$ cat config.mk
export PLATFORM = sky130hd
export DESIGN_NAME = lc3b_scoreboard
export DESIGN_NICKNAME = d
export VERILOG_FILES = /design/src/rtl/lc3b_scoreboard.sv
export SDC_FILE = /design/constraint.sdc
export NUM_CORES = 1
export LEC_CHECK = 0
export CAP_MARGIN = 20
export CORE_UTILIZATION = 30
export DETAILED_ROUTE_END_ITERATION = 6
export PLACE_DENSITY = 0.58
export SKIP_CTS_REPAIR_TIMING = 1
export SYNTH_ARGS = -nofsm -noshare
export SYNTH_HDL_FRONTEND = slang
export SYNTH_SLANG_ARGS = --single-unit
$ cat constraint.sdc
create_clock -name clk -period 5.08 [get_ports clk]
set_clock_uncertainty 0.15 [all_clocks]
set_input_delay 1.524 -clock clk [delete_from_list [all_inputs] [get_ports clk]]
set_output_delay 1.524 -clock clk [all_outputs]
set_load 0.05 [all_outputs]
$ cat src/rtl/lc3b_scoreboard.sv
// lc3b_scoreboard: per-register pending-writer counters for the LC-3b decode
// stall check. Each issue from decode that writes a register (or CC) bumps
// that register's counter, and the matching writeback commit decrements it.
// Decode stalls while any needed source (or CC for a branch) is still pending.
//
// Optional feature macro: LC3B_SCOREBOARD_RETIRE_BYPASS_EN
//   When defined, a register whose last pending writer commits this cycle is
//   treated as free by dep_stall in that same cycle, which matches the
//   write-first register file. reg_busy/cc_busy always show the registered
//   counter state.
module lc3b_scoreboard #(
    parameter int MAX_INFLIGHT = 3,
    parameter int CNT_W        = 2
) (
    input  logic       clk,
    input  logic       rst_n,
    input  logic       issue_valid,
    input  logic       issue_ld_reg,
    input  logic [2:0] issue_drid,
    input  logic       issue_ld_cc,
    input  logic       wb_valid,
    input  logic       wb_ld_reg,
    input  logic [2:0] wb_drid,
    input  logic       wb_ld_cc,
    input  logic       flush,
    input  logic       q_valid,
    input  logic [2:0] q_sr1,
    input  logic [2:0] q_sr2,
    input  logic       q_sr1_needed,
    input  logic       q_sr2_needed,
    input  logic [3:0] q_opcode,
    output logic       dep_stall,
    output logic [7:0] reg_busy,
    output logic       cc_busy,
    output logic       sb_err
);

    localparam logic [CNT_W-1:0] CNT_MAX = CNT_W'(MAX_INFLIGHT);
    localparam logic [CNT_W-1:0] CNT_ONE = CNT_W'(1);
    localparam logic [3:0]       OP_BR   = 4'b0000;

    logic [CNT_W-1:0] cnt [8];
    logic [CNT_W-1:0] cc_cnt;
    logic             err;

    logic [7:0] inc_vec;
    logic [7:0] dec_vec;
    logic [7:0] free_vec;
    logic [7:0] stall_busy;
    logic       cc_inc;
    logic       cc_dec;
    logic       cc_free;
    logic       cc_stall_busy;

    // Decode issue/writeback events into per-register increment/decrement strobes
    always_comb begin
        inc_vec = '0;
        dec_vec = '0;
        if (issue_valid && issue_ld_reg) inc_vec[issue_drid] = 1'b1;
        if (wb_valid && wb_ld_reg)       dec_vec[wb_drid]    = 1'b1;
        cc_inc = issue_valid & issue_ld_cc;
        cc_dec = wb_valid & wb_ld_cc;
    end

    // Pending-writer counters with saturation and a sticky over/underflow flag
    always_ff @(posedge clk or negedge rst_n) begin
        if (!rst_n) begin
            for (int i = 0; i < 8; i++) cnt[i] <= '0;
            cc_cnt <= '0;
            err    <= 1'b0;
        end else if (flush) begin
            for (int i = 0; i < 8; i++) cnt[i] <= '0;
            cc_cnt <= '0;
        end else begin
            for (int i = 0; i < 8; i++) begin
                if (inc_vec[i] && !dec_vec[i]) begin
                    if (cnt[i] == CNT_MAX) err <= 1'b1;
                    else                   cnt[i] <= cnt[i] + CNT_ONE;
                end else if (dec_vec[i] && !inc_vec[i]) begin
                    if (cnt[i] == '0) err <= 1'b1;
                    else              cnt[i] <= cnt[i] - CNT_ONE;
                end
            end
            if (cc_inc && !cc_dec) begin
                if (cc_cnt == CNT_MAX) err <= 1'b1;
                else                   cc_cnt <= cc_cnt + CNT_ONE;
            end else if (cc_dec && !cc_inc) begin
                if (cc_cnt == '0) err <= 1'b1;
                else              cc_cnt <= cc_cnt - CNT_ONE;
            end
        end
    end

    // Registered busy view of every counter
    always_comb begin
        reg_busy = '0;
        for (int i = 0; i < 8; i++) reg_busy[i] = (cnt[i] != '0);
        cc_busy = (cc_cnt != '0);
    end

`ifdef LC3B_SCOREBOARD_RETIRE_BYPASS_EN
    // A last pending writer committing this cycle frees its register for decode now
    always_comb begin
        free_vec = '0;
        for (int i = 0; i < 8; i++)
            free_vec[i] = (cnt[i] == CNT_ONE) & dec_vec[i] & ~inc_vec[i];
        cc_free = (cc_cnt == CNT_ONE) & cc_dec & ~cc_inc;
    end
`else
    // Without bypass decode waits for the registered counter to drop
    always_comb begin
        free_vec = '0;
        cc_free  = 1'b0;
    end
`endif

    // Decode stall when a needed source or the branch CC still has a pending writer
    always_comb begin
        stall_busy    = reg_busy & ~free_vec;
        cc_stall_busy = cc_busy & ~cc_free;
        dep_stall     = q_valid & ((q_sr1_needed & stall_busy[q_sr1]) |
                                   (q_sr2_needed & stall_busy[q_sr2]) |
                                   ((q_opcode == OP_BR) & cc_stall_busy));
    end

    assign sb_err = err;

endmodule

==> flow_summary.ini <==
[floorplanning]
fp.dieArea_mm2 = 0.005609
dieWidth_um = 74.90
core_mm2 = 0.005107
start_util = 0.3121
io_pins = 39
rows = 26
die_y_um = 74.90

[yosys]
synth_edf_count = 0
synth_mux_area_frac = 0.05651
syn_area_per_cell_um2 = 7.970
ys_warn_count = 0
yosysTopAreaCell = dfrtp_1
ys_top_cells_by_count = a21oi_1, dfrtp_1, nand2_1
syn_inst = 200
synth-compound-area-share = 0.2637
yosysUniqueCellTypes = 45
yosys_register_bits = 19
ys.flop_type = dfrtp_1
syn-cell-area_mm2 = 0.001594
synthSimpleGateAreaFrac = 0.3414
synth_area_leaders = dfrtp_1, a21oi_1, mux4_2
ys_async_sr_fraction = 1.000
synth_top_family_by_area = simple AND/OR/NAND/NOR gates
synth_fa_ha_area_frac = 0
synth_xor_area_frac = 0
syn_nets = 228
post-synth-top-count-cell = a21oi_1
synth_top_area_frac = 0.2983
synth.yosys.seq_area_share = 0.2983

[timing]
finalHoldViolations = 0
setup_viol_count_final = 0
post-route-min-period_ns = 4.780
slew_viol_final = 0
whs_ns = 0.3948
fin_setup_tns_ns = 0
min_period_over_period = 0.9409
relSlewSlack = 0.4909
max_slew.worst_pin.slew_ns = 0.7612
fmax_mhz = 209.2
rsz0062_at_grt = false

[worst_hold_path]
holdPathStages = 2
holdCritPathClass = reg -> reg

[power_and_ir_drop]
p_leak_nw = 0.8380
p_per_area_mw_per_mm2 = 182.2
peakVddDrop_mv = 0.1141

[flow_run]
max-cap-violations = 0

[setup_path]
cpPeakStageDelay_ns = 0.52
critPathSlowestCell = clkdlybuf4s50_1
worstRegToRegCells = 5
end_kind = output port
crit_path_start_kind = input pin
arrival_ns = 3.11
worst-setup-path-type = in -> out
cp_cell_sequence = clkdlybuf4s50_1 -> mux4_2 -> o2111ai_1 -> nand3_1 -> buf_12
required_ns = 3.41
worst-path-max-fanout = 2

[global_routing]
overflow = 0
grt_first_pass_wirelength_um = 7590
track_usage = 0.1818
grt_pass1_vias = 1508
antenna_found_initial = 0
grt_max_degree = 20

[cts]
clk_latency_ns = 0.27
root_buffer = clkbuf_8
cts_tree = done
clock_path_buffers = 2
clock-sinks = 19
path_clk_slew_ns = 0.08
cts_made_buffers = 3
h-tree-depth = 1

[detailed_routing]
drtPass1Iterations = 6
ant_nets = 0
top_layer_used = met4
dr_total_vias = 1662
drtIter0Drc = 99
wl_met1_um = 2233
viasPerCell = 5.414
route.met3.wl_um = 302
wl_per_cell_um = 15.52
drc = 1
route.met2.wl_um = 2148
wl_um = 4765

[layout]
antenna_cells = 0
area_delta_synth_final_pct = 32.50
drive_gt1_frac = 0.07595
regArea_um2 = 475.5
multi_input_comb_area_mm2 = 0.001055
layout.nets = 266
nFillCells = 528

[run_status]
violations = design-rule violations
status = finished, violations left

[place]
dp_hpwl_um = 3723
io_buffers = 38
gp_congestion = 0.7721
through the flow:
step	worst slack, ns	cells	util	instance area, µm²	power [W]
after floorplan	0.8228	200	-	1594	0.0002204
after global placement	0.2852	302	0.3991	2038	0.0002708
after detailed placement	0.2740	302	0.3991	2038	0.0002714
after CTS	0.2686	306	0.4081	2085	0.0003864
after global routing	0.2353	307	0.4135	2112	0.0004017
final	0.3001	307	0.4135	2112	0.0003848
registers in the layout (all words and copies together) (netlist names):
register,flops
cnt,16
cc_cnt,2
sb_err,1
report_power, final:
group	total [W]	switching, W	internal, W
clock	0.000114	0.0000592	0.0000548
sequential	0.000162	0.00000542	0.000156
combinational	0.000109	0.0000601	0.0000490
logic make-up (layout without fill, tap and decap cells):
logic type | after synthesis | after routing
flip-flops | 19 | 19
multiplexers | 4 | 4
AND/OR/NAND/NOR | 96 | 96
AO/OA/AOI/OAI | 67 | 67
buffers and inverters | 14 | 51
placed cells by master (no fill, tap or decap), types with 2 or more instances in the layout:
cell,count
and3b_1,3
o32ai_1,4
nand3b_1,6
clkbuf_8,3
nand2_1,18
nand2b_1,3
and3_1,5
inv_1,8
a311o_1,2
o21bai_1,2
nand3_1,12
and2_1,4
nand4b_1,2
o211ai_1,4
or2_1,2
clkdlybuf4s50_1,37
nor4_1,2
a21o_1,4
nor4bb_1,2
nor3_1,7
dfrtp_1,19
mux4_2,4
a21oi_1,25
nand4_1,2
nor2_1,11
o2111ai_1,3
o21ai_0,15
or2_2,6
nor2b_1,3
nor3b_1,3
routing by layer:
layer	global-route usage	vias to the layer above
met5	0	-
met1	0.2450	766
met3	0.03748	8
met4	0.05870	0
li1	-	833
met2	0.2913	55
critical path, delay by kind of cell:
kind / cells / cell delay [ns]
and+or+nand+nor: 1 / 0.16
muxes: 1 / 0.51
buffers and inverters: 2 / 0.70
AOI/OAI and AO/OA: 1 / 0.20
area by class of cell:
cell class	count	area share
Clock inverter	1	0.002370
Inverter	8	0.01422
Timing Repair Buffer	39	0.1979
Multi-Input combinational cell	167	0.4994
Clock buffer	3	0.01955
Tap cell	70	0.04147
Sequential cell	19	0.2251
worst paths after layout:
kind / from / to / slack (ns)
max: q_sr2[0] / dep_stall / 0.30
min: sb_err / sb_err / 0.39
max reg2reg: cnt[7] / sb_err / 3.24
min reg2reg: sb_err / sb_err / 0.39
max in group asynchronous: rst_n / cnt[6] / 3.02
min in group asynchronous: rst_n / cnt[12] / 1.38
No activity file was read; power rests on OpenSTA's default activity.
